[src/rtl/blood_unit_allocator_if.sv]
// rtl/blood_unit_allocator_if.sv - load, request and response channels of the blood unit allocator
interface blood_unit_allocator_if #(
    parameter int SLOT_W = 3
);
    logic              load_valid;
    logic [SLOT_W-1:0] load_slot;
    logic              load_a;
    logic              load_b;
    logic              load_rh;
    logic              load_ready;

    logic              req_valid;
    logic              req_a;
    logic              req_b;
    logic              req_rh;
    logic              req_ready;

    logic              resp_valid;
    logic              resp_found;
    logic [SLOT_W-1:0] resp_slot;
    logic              resp_ready;

    logic [SLOT_W:0]   inv_count;

    modport master (
        output load_valid, load_slot, load_a, load_b, load_rh,
        input  load_ready,
        output req_valid, req_a, req_b, req_rh,
        input  req_ready,
        input  resp_valid, resp_found, resp_slot,
        output resp_ready,
        input  inv_count
    );

    modport slave (
        input  load_valid, load_slot, load_a, load_b, load_rh,
        output load_ready,
        input  req_valid, req_a, req_b, req_rh,
        output req_ready,
        output resp_valid, resp_found, resp_slot,
        input  resp_ready,
        output inv_count
    );
endinterface

[src/rtl/blood_unit_allocator.sv]
// rtl/blood_unit_allocator.sv - first-fit ABO/Rh compatible donor unit allocator over an 8-slot inventory
module blood_unit_allocator #(
    parameter int SLOTS  = 8,
    parameter int SLOT_W = 3
) (
    input logic                  clk,
    input logic                  rst,
    blood_unit_allocator_if.slave bus
);
    typedef enum logic [1:0] {IDLE, SCAN, RESP} state_t;

    state_t            state;
    state_t            state_nxt;

    logic [SLOTS-1:0]  slot_v;
    logic [SLOTS-1:0]  slot_a;
    logic [SLOTS-1:0]  slot_b;
    logic [SLOTS-1:0]  slot_rh;

    logic              pat_a;
    logic              pat_b;
    logic              pat_rh;
    logic [SLOT_W-1:0] scan_idx;
    logic              armed;
    logic              found_q;
    logic [SLOT_W-1:0] slot_q;

    logic              load_ready_c;
    logic              req_ready_c;
    logic              resp_valid_c;
    logic              load_fire;
    logic              req_fire;
    logic              resp_fire;
    logic              hit;
    logic              last;
    logic [SLOT_W:0]   count_c;

    // A donor antigen is acceptable only if the patient carries it too.
    assign hit = slot_v[scan_idx]
               & (~slot_a[scan_idx]  | pat_a)
               & (~slot_b[scan_idx]  | pat_b)
               & (~slot_rh[scan_idx] | pat_rh);
    assign last = (scan_idx == SLOT_W'(SLOTS - 1));

    assign load_fire = bus.load_valid & load_ready_c;
    assign req_fire  = bus.req_valid  & req_ready_c;
    assign resp_fire = resp_valid_c   & bus.resp_ready;

    always_ff @(posedge clk or posedge rst) begin
        if (rst) begin
            state <= IDLE;
        end else begin
            state <= state_nxt;
        end
    end

    always_comb begin
        state_nxt    = state;
        load_ready_c = 1'b0;
        req_ready_c  = 1'b0;
        resp_valid_c = 1'b0;
        case (state)
            IDLE: begin
                load_ready_c = 1'b1;
                req_ready_c  = ~bus.load_valid;
                if (bus.req_valid && !bus.load_valid) begin
                    state_nxt = SCAN;
                end
            end
            SCAN: begin
                if (armed && (hit || last)) begin
                    state_nxt = RESP;
                end
            end
            RESP: begin
                resp_valid_c = 1'b1;
                if (bus.resp_ready) begin
                    state_nxt = IDLE;
                end
            end
            default: state_nxt = IDLE;
        endcase
    end

    // The first SCAN cycle only arms the scanner; slot tests start the cycle after.
    always_ff @(posedge clk or posedge rst) begin
        if (rst) begin
            slot_v   <= '0;
            slot_a   <= '0;
            slot_b   <= '0;
            slot_rh  <= '0;
            pat_a    <= 1'b0;
            pat_b    <= 1'b0;
            pat_rh   <= 1'b0;
            scan_idx <= '0;
            armed    <= 1'b0;
            found_q  <= 1'b0;
            slot_q   <= '0;
        end else begin
            if (load_fire) begin
                slot_v[bus.load_slot]  <= 1'b1;
                slot_a[bus.load_slot]  <= bus.load_a;
                slot_b[bus.load_slot]  <= bus.load_b;
                slot_rh[bus.load_slot] <= bus.load_rh;
            end
            if (req_fire) begin
                pat_a    <= bus.req_a;
                pat_b    <= bus.req_b;
                pat_rh   <= bus.req_rh;
                scan_idx <= '0;
                armed    <= 1'b0;
            end
            if (state == SCAN) begin
                if (!armed) begin
                    armed <= 1'b1;
                end else if (hit) begin
                    slot_v[scan_idx] <= 1'b0;
                    found_q          <= 1'b1;
                    slot_q           <= scan_idx;
                end else if (last) begin
                    found_q <= 1'b0;
                    slot_q  <= '0;
                end else begin
                    scan_idx <= scan_idx + SLOT_W'(1);
                end
            end
            if (resp_fire) begin
                found_q <= 1'b0;
                slot_q  <= '0;
            end
        end
    end

    always_comb begin
        count_c = '0;
        for (int i = 0; i < SLOTS; i++) begin
            count_c = count_c + (SLOT_W + 1)'(slot_v[i]);
        end
    end

    assign bus.load_ready = load_ready_c;
    assign bus.req_ready  = req_ready_c;
    assign bus.resp_valid = resp_valid_c;
    assign bus.resp_found = found_q;
    assign bus.resp_slot  = slot_q;
    assign bus.inv_count  = count_c;
endmodule

[src/flat_wrapper.sv]
// flat-port wrapper written by rule: the top's interface ports become plain ports
module blood_unit_allocator_flat 
#(
    parameter int SLOTS  = 8,
    parameter int SLOT_W = 3
)
  (clk, rst, bus_load_valid, bus_load_slot, bus_load_a, bus_load_b, bus_load_rh, bus_load_ready, bus_req_valid, bus_req_a, bus_req_b, bus_req_rh, bus_req_ready, bus_resp_valid, bus_resp_found, bus_resp_slot, bus_resp_ready, bus_inv_count);
  blood_unit_allocator_if #(.SLOT_W(SLOT_W)) bus_i ();
  input logic clk;
  input logic rst;
  input wire logic [$bits(bus_i.load_valid)-1:0] bus_load_valid;
  input wire logic [$bits(bus_i.load_slot)-1:0] bus_load_slot;
  input wire logic [$bits(bus_i.load_a)-1:0] bus_load_a;
  input wire logic [$bits(bus_i.load_b)-1:0] bus_load_b;
  input wire logic [$bits(bus_i.load_rh)-1:0] bus_load_rh;
  output wire logic [$bits(bus_i.load_ready)-1:0] bus_load_ready;
  input wire logic [$bits(bus_i.req_valid)-1:0] bus_req_valid;
  input wire logic [$bits(bus_i.req_a)-1:0] bus_req_a;
  input wire logic [$bits(bus_i.req_b)-1:0] bus_req_b;
  input wire logic [$bits(bus_i.req_rh)-1:0] bus_req_rh;
  output wire logic [$bits(bus_i.req_ready)-1:0] bus_req_ready;
  output wire logic [$bits(bus_i.resp_valid)-1:0] bus_resp_valid;
  output wire logic [$bits(bus_i.resp_found)-1:0] bus_resp_found;
  output wire logic [$bits(bus_i.resp_slot)-1:0] bus_resp_slot;
  input wire logic [$bits(bus_i.resp_ready)-1:0] bus_resp_ready;
  output wire logic [$bits(bus_i.inv_count)-1:0] bus_inv_count;
  assign bus_i.load_valid = bus_load_valid;
  assign bus_i.load_slot = bus_load_slot;
  assign bus_i.load_a = bus_load_a;
  assign bus_i.load_b = bus_load_b;
  assign bus_i.load_rh = bus_load_rh;
  assign bus_load_ready = bus_i.load_ready;
  assign bus_i.req_valid = bus_req_valid;
  assign bus_i.req_a = bus_req_a;
  assign bus_i.req_b = bus_req_b;
  assign bus_i.req_rh = bus_req_rh;
  assign bus_req_ready = bus_i.req_ready;
  assign bus_resp_valid = bus_i.resp_valid;
  assign bus_resp_found = bus_i.resp_found;
  assign bus_resp_slot = bus_i.resp_slot;
  assign bus_i.resp_ready = bus_resp_ready;
  assign bus_inv_count = bus_i.inv_count;
  blood_unit_allocator #(.SLOTS(SLOTS), .SLOT_W(SLOT_W)) u_core (.clk(clk), .rst(rst), .bus(bus_i));
endmodule
[config.mk]
export PLATFORM = sky130hd
export DESIGN_NAME = blood_unit_allocator_flat
export DESIGN_NICKNAME = d
export VERILOG_FILES = /design/src/rtl/blood_unit_allocator_if.sv /design/src/rtl/blood_unit_allocator.sv /design/src/flat_wrapper.sv
export SDC_FILE = /design/constraint.sdc
export NUM_CORES = 1
export LEC_CHECK = 0
export CELL_PAD_IN_SITES_DETAIL_PLACEMENT = 1
export CELL_PAD_IN_SITES_GLOBAL_PLACEMENT = 1
export CORE_UTILIZATION = 35
export CTS_CLUSTER_SIZE = 25
export DETAILED_ROUTE_END_ITERATION = 8
export PLACE_DENSITY = 0.64
export SLEW_MARGIN = 15
export SYNTH_ARGS = -nofsm -noshare
export SYNTH_HDL_FRONTEND = slang
export SYNTH_SLANG_ARGS = --single-unit
export TNS_END_PERCENT = 50
[constraint.sdc]
create_clock -name clk -period 3.5 [get_ports clk]
set_input_delay 0.525 -clock clk [delete_from_list [all_inputs] [get_ports clk]]
set_output_delay 0.525 -clock clk [all_outputs]
set_load 0.005 [all_outputs]
======== Word level (Yosys, flattened, before mapping) ========
Cells that the tools add are included.
cells by class
  $add $sub $neg .......................... 8
  $lt $le $gt $ge ......................... 4
  equality and inequality tests ........... 6
  muxes and demuxes ....................... 44
  bitwise logic cells ..................... 16
  reduce and logical (&&, ||, !) cells .... 12
operators by type and width
  operator                                                                      count
  8-bit 2-to-1 mux                                                              4
  3-bit 2-to-1 mux                                                              10
  4-bit by 1-bit adder with 4-bit output                                        6
  8-bit bitwise mux                                                             3
  1-bit 2-to-1 mux                                                              17
  1-bit binary-select mux with 3-bit select                                     4
  8-bit bitwise AND                                                             1
  3-bit by 4-bit less-than comparator with 1-bit output, second input constant  2
  8-bit inverter                                                                1
  8-bit bitwise OR                                                              1
  1-bit bitwise AND                                                             6
  1-bit demux with 3-bit select                                                 2
  3-bit by 1-bit >= comparator with 1-bit output, second input constant         2
  2-bit 2-to-1 mux                                                              3
  2-bit case mux with 3 select lines                                            1
  3-bit AND reduction                                                           2
  1-bit logical AND                                                             4
  2-bit by 1-bit inequality test with 1-bit output, second input constant       2
  1-bit inverter                                                                4
  2-bit nonzero test                                                            2
  3-bit by 1-bit adder with 3-bit output, second input constant                 1
  3-bit == test, second input constant                                          1
  1-bit bitwise OR                                                              3
  3-bit nonzero test                                                            1
  other kinds (7)                                                               7
word-level totals
  bits in registers ....................... 45
  input bits .............................. 14
  output and inout bits ................... 11

======== Depth between registers and ports, before layout ========
Gate-level depths: netlist of run 1.
  word-level depth ........................ 11
  gate-level depth with buffers ........... 8
  depth with buffers taken out ............ 8

======== Worst setup path before layout of run 1 ========
No wires, ideal clock.
  path type ............................... register -> output
  start point ............................. register u_core.slot_v[0]
  end point ............................... output port bus_inv_count[2]
  data arrival time ....................... 2572 ps
  required time ........................... 2975 ps
  setup slack ............................. 403 ps
  stages on the path, launching flop included .. 9
  buffers on the path ..................... 0
  cells stage by stage .................... dfrtp_1 -> ha_1 -> inv_1 -> fa_1 -> fa_1 -> inv_1 -> fa_1 -> fa_1 -> xor2_1
between the ends
  cells in the longest elaborated chain, start to end .. 7
ends and longest elaborated chain
  what                                                 line                         source
  from (decl)                                          blood_unit_allocator.sv:15   logic [SLOTS-1:0] slot_v;
  from (signal assigned)                               blood_unit_allocator.sv:88   slot_v <= '0;
  from (signal, indexed assignment)                    blood_unit_allocator.sv:101  slot_v[bus.load_slot] <= 1'b1;
  from (signal, indexed assignment)                    blood_unit_allocator.sv:117  slot_v[scan_idx] <= 1'b0;
  1-bit by 1-bit adder with 2-bit output               blood_unit_allocator.sv:137  count_c = count_c + (SLOT_W + 1)'(slot_v[i]);
  4-bit by 1-bit adder with 4-bit output (6 in a row)  blood_unit_allocator.sv:137
  to (decl)                                            flat_wrapper.sv:26           output wire logic [$bits(bus_i.inv_count)-1:0] bus_inv_count;
No other way between the ends.

======== Worst setup path in the final report of run 1 ========
  start point ............................. register u_core.slot_v[0]
  end point ............................... output port bus_inv_count[1]
The elaborated chain is that of the path after synthesis.

==> results.md, run 1 <==
- CTS Buf Count: 5
- Total wire length: 5.36 mm
- XOR/XNOR share of the synthesized area: 0.375%
- Gpl congestion: 0.733
- Dpl ws: -0.157 ns
- PwrDens: 985 nW/µm²
- Hold path cells: 1
- # clock sinks: 45
- Grt ovf: 0
- Clock Skew: 0.0107 ns
- Cells after Synth: 187
- Relative slew slack: 38.6%
- WP buf/inv: 3
- Syn avg cell area: 12.5 µm²
- First-pass GRT wire length: 9.19 mm
- Area of the mapped netlist: 2330 µm²
- Share of cells above drive strength 1: 26.9%
- P_leak: 0.00116 µW
- Pins over their slew limit: 0
- Worst endpoint required time: 2.97 ns
- Clock tree buffer depth: 2
- Status: finished with violations
- CTS clk-pin slew, worst paths: 0.09 ns
- Seq/Total Area, Yosys: 48.3%
- Clock root cell: clkbuf_8
- Largest family of logic cells by synthesized area: multiplexers
- Final hold viol count: 0
- Setup ws final: -0.00756 ns
- DR vias/cell: 5.20
- Die X: 83.7 µm
- Total GRT Usage: 17.2%
- Initial antenna violation count: 0
- Final core occ: 43.1%
- Wire per inst: 18.1 µm
- 1st-pass router iterations: 4
- Hold WC Path Type: flip-flop to flip-flop
- FF+latch count, synth: 45
- CP max stage delay: 0.52 ns
- Die Ht: 83.7 µm
- CP Cell Sequence: ha_1 -> inv_2 -> fa_1 -> fa_1 -> inv_2 -> fa_2 -> fa_2 -> buf_2
- ANT cells: 0
- Period utilization: 100%
- Endpoints failing setup: 1
- DR iter-0 viols: 70
- Cell family contributing the most delay on the critical path: adder cells
- Yosys warns: 0
- Failing checks: setup timing
- Maxcap violations: 0
- Nature of the critical path endpoint: output port
- Worst Path Arrival: 2.98 ns
- Antenna Nets Post-Route: 0
- Slowest stage cell, crit path: fa_2
- DIE AREA: 7000 µm²
- Syn nets: 210
- Post-layout min period: 3.51 ns
- Max H-tree Level: 2
- Mux share of post-synthesis cell area: 22.0%
- Detail Placement HPWL: 3.90 mm
- Vias in the first global route: 1680
- Port Buf Inserts: 24
- Stages on the worst setup path: 8
- Worst VDD drop: 0.000770 V
- Reg2Reg Depth: 6
- Setup CP Type: flip-flop to output port
- Core Rows: 29
- CTS tree: done
- Post-synthesis simple-gate area fraction: 12.1%
- Via Count: 1539
- Clock Latency Late Sink: 0.30 ns
- Adder-Cell Fraction of Synth Area: 6.11%
- Yosys cell types: 39
- Core area: 6390 µm²
- Startpoint Class: flip-flop
- Nets: 241
- Synth Area in Compound Gates: 7.02%
- Reg2reg setup slack: 1.09 ns
- Largest net degree at the start of global routing: 26
- RSZ-0062 raised after global routing: true
- P&R area growth vs syn: 18.1%
- Setup TNS: -0.00756 ns
- Starting Density: 36.5%
- I/O pins: 25
- Worst Path Max Fanout: 2
- Residual DRC: 0
- Worst-Margin Slew: 0.915 ns
- Max Fclk: 285 MHz
[sequential cells by signal, indices dropped and copies added (netlist names)]
name,flops
u_core.slot_rh,8
u_core.slot_b,8
u_core.pat_rh,1
u_core.slot_v,8
u_core.state,2
u_core.slot_a,8
u_core.pat_b,1
u_core.pat_a,1
u_core.bus.resp_slot,3
u_core.bus.resp_found,1
u_core.armed,1
u_core.scan_idx,3
[layout make-up]
type,count,area [µm²]
clock buffers,6,72.6
clock inverters,2,15.0
fillers,692,3630
inverters,16,60.1
multi-input cells,121,1120
flip-flops and latches,45,1130
well taps,77,96.3
repair buffers,29,265
[layout by cell type (no fill, tap or decap), types with 4 or more instances in the layout]
cell type        Yosys  final
dfrtp_1             45     45
clkdlybuf4s50_1      0     20
clkbuf_8             0      5
buf_4                0      5
inv_1               16     13
mux4_2               7      7
nand2b_1             4      4
a21oi_1              6      5
ha_1                 5      5
nand2_1             13     13
nor2b_1              8      8
nor2_1              10     10
mux2_2              27     27
[cells by family after synthesis]
family / count (synthesis)
mux: 39
simple gates: 49
compound gates: 23
xor+xnor: 1
buf+inv: 21
flops: 45
fa+ha+maj: 9
[per-stage QoR]
| step | hold slack, ns | instances | instance area [µm²] | total power [µW] |
|---|---|---|---|---|
| finish | 0.498 | 296 | 2760 | 2710 |
| global route | 0.515 | 296 | 2760 | 2950 |
| detailed placement | 0.479 | 287 | 2660 | 2460 |
| floorplan | 0.459 | 187 | 2330 | 1900 |
| global placement | 0.472 | 287 | 2660 | 2400 |
| CTS | 0.502 | 296 | 2760 | 2770 |
[where the power goes]
| part | total (µW) | switching (µW) | internal (µW) |
|---|---|---|---|
| sequential | 969 | 198 | 771 |
| combinational | 1420 | 631 | 790 |
| clock | 325 | 184 | 141 |
[cells in the mapped netlist, drive strengths merged]
cell / instances / share of area (%)
and2: 2 / 0.64
nand4: 3 / 0.80
o221ai: 1 / 0.38
nand2b: 4 / 1.1
a32o: 3 / 1.3
buf: 4 / 1.4
a31oi: 1 / 0.27
nor2b: 8 / 2.1
a22oi: 2 / 0.64
nand3: 1 / 0.21
inv: 16 / 2.6
and3: 1 / 0.48
mux2i: 3 / 1.3
clkbuf: 1 / 0.16
nand2: 13 / 2.1
a21oi: 6 / 1.3
o211ai: 1 / 0.32
mux2: 29 / 14
o21ai: 4 / 1.0
nor2: 10 / 1.6
dfrtp: 45 / 48
a32oi: 2 / 0.75
a31o: 2 / 0.75
or3: 1 / 0.27
mux4: 7 / 6.8
xor2: 1 / 0.38
fa: 4 / 3.4
nand3b: 1 / 0.32
nor3b: 1 / 0.80
o21a: 1 / 0.32
ha: 5 / 2.7
nor3: 3 / 1.1
and4: 1 / 0.48
[worst reg2reg max path, cell delays in order, from the launching register on]
cell,delay (ns)
dfrtp_1,0.80
mux4_2,0.40
nor2b_1,0.15
a32o_1,0.25
and4_4,0.23
nor3_4,0.23
mux2i_1,0.26
[per-layer routing]
metal | global-route usage [%] | wire length (µm) | vias up
li1 | - | - | 723
met1 | 25.5 | 2550 | 772
met2 | 25.9 | 2470 | 37
met3 | 3.17 | 278 | 7
met4 | 5.08 | 67 | 0
met5 | 0 | 0 | -
[timing repair]
item                       CTS  global route
gates resized for setup     14             0
setup endpoints to repair    3             3
hold buffers                 0             0
pin swaps                    6             6
hold endpoints to repair     0             0
setup buffers                1             0
[path summary, 6_finish.rpt]
path                                          from                 end
worst max-delay path              u_core.slot_v[0]    bus_inv_count[1]
min in group asynchronous                      rst    u_core.slot_a[0]
worst max register to register  u_core.scan_idx[2]  u_core.scan_idx[1]
worst min register to register   u_core.slot_rh[0]   u_core.slot_rh[0]
worst min-delay path             u_core.slot_rh[0]   u_core.slot_rh[0]
max in group asynchronous                      rst       u_core.pat_rh
Note: power is estimated with default switching activity, not from simulation.
==> run 2, diff against run 1 <==
--- a/config.mk
+++ b/config.mk
@@ -10,7 +10,7 @@
 export CORE_UTILIZATION = 35
 export CTS_CLUSTER_SIZE = 25
 export DETAILED_ROUTE_END_ITERATION = 8
-export PLACE_DENSITY = 0.64
+export PLACE_DENSITY_LB_ADDON = 0.1
 export SLEW_MARGIN = 15
 export SYNTH_ARGS = -nofsm -noshare
 export SYNTH_HDL_FRONTEND = slang
==> run 2 against run 1 <==
Against the previous run:
- the flow still finishes with violations (setup timing)
- register-to-register slack lost 0.24 ns
- clock power up 3%
- cell count did not move
- setup slack got worse by 0.018 ns
- utilization up 0.18 points
- total power rose by 1.6%
- worst hold slack better by 0.012 ns
- clock-buffer cell count is 1 lower
- critical path depth unchanged
- maximum frequency decreased by 0.51%
- die area unchanged
- combinational power hardly changed
- largest power group unchanged
==> results.md, run 2 (same netlist as run 1, synthesis figures left out) <==
- Status: finished with violations (unchanged)
- Failing checks: setup timing (unchanged)
- Via Count: 1584 (was 1539)
- Residual DRC: 0 (unchanged)
- RSZ-0062 raised after global routing: true (unchanged)
- Starting Density: 36.5% (unchanged)
- Final hold viol count: 0 (unchanged)
- Reg2Reg Depth: 6 (unchanged)
- Die Ht: 83.7 µm (unchanged)
- Nets: 241 (unchanged)
- Relative slew slack: 48.8% (was 38.6%)
- Met3 wire length: 132 µm (was 278 µm)
- Total wire length: 5.77 mm (was 5.36 mm)
- Core area: 6390 µm² (unchanged)
- Grt ovf: 0 (unchanged)
- ANT cells: 0 (unchanged)
- Max Fclk: 284 MHz (was 285 MHz)
- Critical path capture point: bus_inv_count[1] (unchanged)
- Total GRT Usage: 18.4% (was 17.2%)
- DR vias/cell: 5.35 (was 5.20)
- Clock tree buffer depth: 2 (unchanged)
- Share of cells above drive strength 1: 28.8% (was 26.9%)
- Nature of the critical path endpoint: output port (unchanged)
- Worst VDD drop: 0.000458 V (was 0.000770 V)
- Logic pwr share: 51.1% (was 52.3%)
- Setup CP Type: flip-flop to output port (unchanged)
- I/O pins: 25 (unchanged)
- CP Cell Sequence: ha_4 -> inv_2 -> fa_1 -> fa_1 -> inv_2 -> fa_2 -> fa_2 -> buf_2 (was ha_1 -> inv_2 -> fa_1 -> fa_1 -> inv_2 -> fa_2 -> fa_2 -> buf_2)
- PwrDens: 997 nW/µm² (was 985 nW/µm²)
- DIE AREA: 7000 µm² (unchanged)
- # clock sinks: 45 (unchanged)
- P_leak: 0.00117 µW (was 0.00116 µW)
- CTS clk-pin slew, worst paths: 0.09 ns (about the same)
- Sequential Power Share: 36.8% (was 35.7%)
- Max layer used: met4 (unchanged)
- Commonest non-fill, non-tap cells in the layout: dfrtp_1 (45), mux2_2 (27), clkdlybuf4s50_1 (20) (unchanged)
- Clock root cell: clkbuf_8 (unchanged)
- Initial antenna violation count: 0 (unchanged)
- Worst Path Max Fanout: 2 (unchanged)
- Flip-flop and latch area: 1130 µm² (unchanged)
- Switch share: 37.9% (was 37.3%)
- P_int: 1710 µW (was 1700 µW)
- Largest net degree at the start of global routing: 32 (was 26)
- Max H-tree Level: 2 (unchanged)
- Detail Placement HPWL: 4.23 mm (was 3.90 mm)
- Clock Skew: 0.00624 ns (was 0.0107 ns)
- 1st-pass router iterations: 4 (unchanged)
- Met2 routed WL: 3.04 mm (was 2.47 mm)
- Clk network pwr share: 12.2% (was 12.0%)
- Maxcap violations: 0 (unchanged)
- Vias in the first global route: 1734 (was 1680)
- Hold WC Path Type: flip-flop to flip-flop (unchanged)
- Reg-to-Reg Start: u_core.scan_idx[0] (was u_core.scan_idx[2])
- Gpl congestion: 0.770 (was 0.733)
- P&R area growth vs syn: 18.6% (was 18.1%)
- Pins over their slew limit: 0 (unchanged)
- Worst endpoint required time: 2.97 ns (about the same)
- Slowest stage cell, crit path: fa_2 (unchanged)
- Leading cell type in the layout, fill and taps excluded: dfrtp_1 (unchanged)
- Critical Path Source: u_core.slot_v[1] (was u_core.slot_v[0])
- First-pass GRT wire length: 9.59 mm (was 9.19 mm)
- Port Buf Inserts: 24 (unchanged)
- CP max stage delay: 0.53 ns (was 0.52 ns)
- Post-layout min period: 3.53 ns (was 3.51 ns)
- CTS Buf Count: 5 (unchanged)
- Wire per inst: 19.5 µm (was 18.1 µm)
- Core Rows: 29 (unchanged)
- Die X: 83.7 µm (unchanged)
- Post-Route M1 WL: 2.55 mm (about the same)
- Startpoint Class: flip-flop (unchanged)
- Setup ws final: -0.0255 ns (was -0.00756 ns)
- Clock Latency Late Sink: 0.30 ns (about the same)
- Period utilization: 101% (was 100%)
- Reg2reg setup slack: 0.85 ns (was 1.09 ns)
- Final hold slack: 0.509 ns (was 0.498 ns)
- Critical register-to-register path endpoint: u_core.slot_v[5] (was u_core.scan_idx[1])
- Fillcell total: 680 (was 692)
- Antenna Nets Post-Route: 0 (unchanged)
- Switching power: 1040 µW (was 1010 µW)
- Endpoints failing setup: 2 (was 1)
- Multi-input logic area: 1130 µm² (was 1120 µm²)
- DR iter-0 viols: 82 (was 70)
- Cts hold-fix bufs: 0 (unchanged)
- Worst Path Arrival: 3.00 ns (was 2.98 ns)
- Final core occ: 43.3% (was 43.1%)
- Worst-Margin Slew: 0.762 ns (was 0.915 ns)
- CTS tree: done (unchanged)
## run 2: worst min-delay path by stage
stage | startpoint | slack [ns] | to | cells after the start
floorplan | u_core.slot_a[0] | 0.46 | u_core.slot_a[0] | 1
global placement | u_core.slot_a[0] | 0.47 | u_core.slot_a[0] | 1
detailed placement | u_core.slot_b[4] | 0.49 | u_core.slot_b[4] | 1
CTS | u_core.slot_b[4] | 0.51 | u_core.slot_b[4] | 1
global route | u_core.bus.resp_slot[1] | 0.53 | u_core.bus.resp_slot[1] | 1
finish | u_core.slot_b[4] | 0.51 | u_core.slot_b[4] | 1
## run 2: worst max-delay path: cells and delay by family (launching register included)
family	cells	cell delay, ns
fa+ha+maj	5	2.11
buf+inv	3	0.18
flops	1	0.42
## run 2: layer usage
layer | up-vias | track usage (%)
li1 | 731 | -
met1 | 827 | 24.0
met2 | 21 | 31.6
met3 | 5 | 3.07
met4 | 0 | 4.62
met5 | - | 0
## run 2: power by group through the flow
stage               clock network, µW  registers [µW]  logic (µW)
global route                      364            1060        1570
global placement                    0             993        1400
floorplan                           0             895        1010
detailed placement                  0            1020        1450
finish                            336            1010        1410
CTS                               349            1020        1450
## run 2: layout make-up
class                      instances  area share, %
sequential                        45           40.7
multi-input combinational        121           40.9
clock inverter                     3          0.769
timing repair buffer              29           9.45
tap                               77           3.48
clock buffer                       5           2.49
inverter                          16           2.17
## run 2: metrics by stage
stage,total power (µW),setup TNS [ns],instances,worst slack (ns),cell area [µm²]
2_1_floorplan,1900,0,187,0.403,2330
3_3_place_gp,2390,-0.189,287,-0.115,2660
3_5_place_dp,2470,-0.346,287,-0.201,2660
4_1_cts,2810,-0.280,296,-0.143,2770
5_1_grt,3000,-0.248,296,-0.126,2770
6_report,2760,-0.0270,296,-0.0255,2770
## run 2: timing repair
action / 4_1_cts / 5_1_grt
endpoints found under the hold margin: 0 / 0
endpoints found under the setup margin: 4 / 3
setup buffers: 1 / 0
resized for setup: 19 / 0
pin swaps: 5 / 5
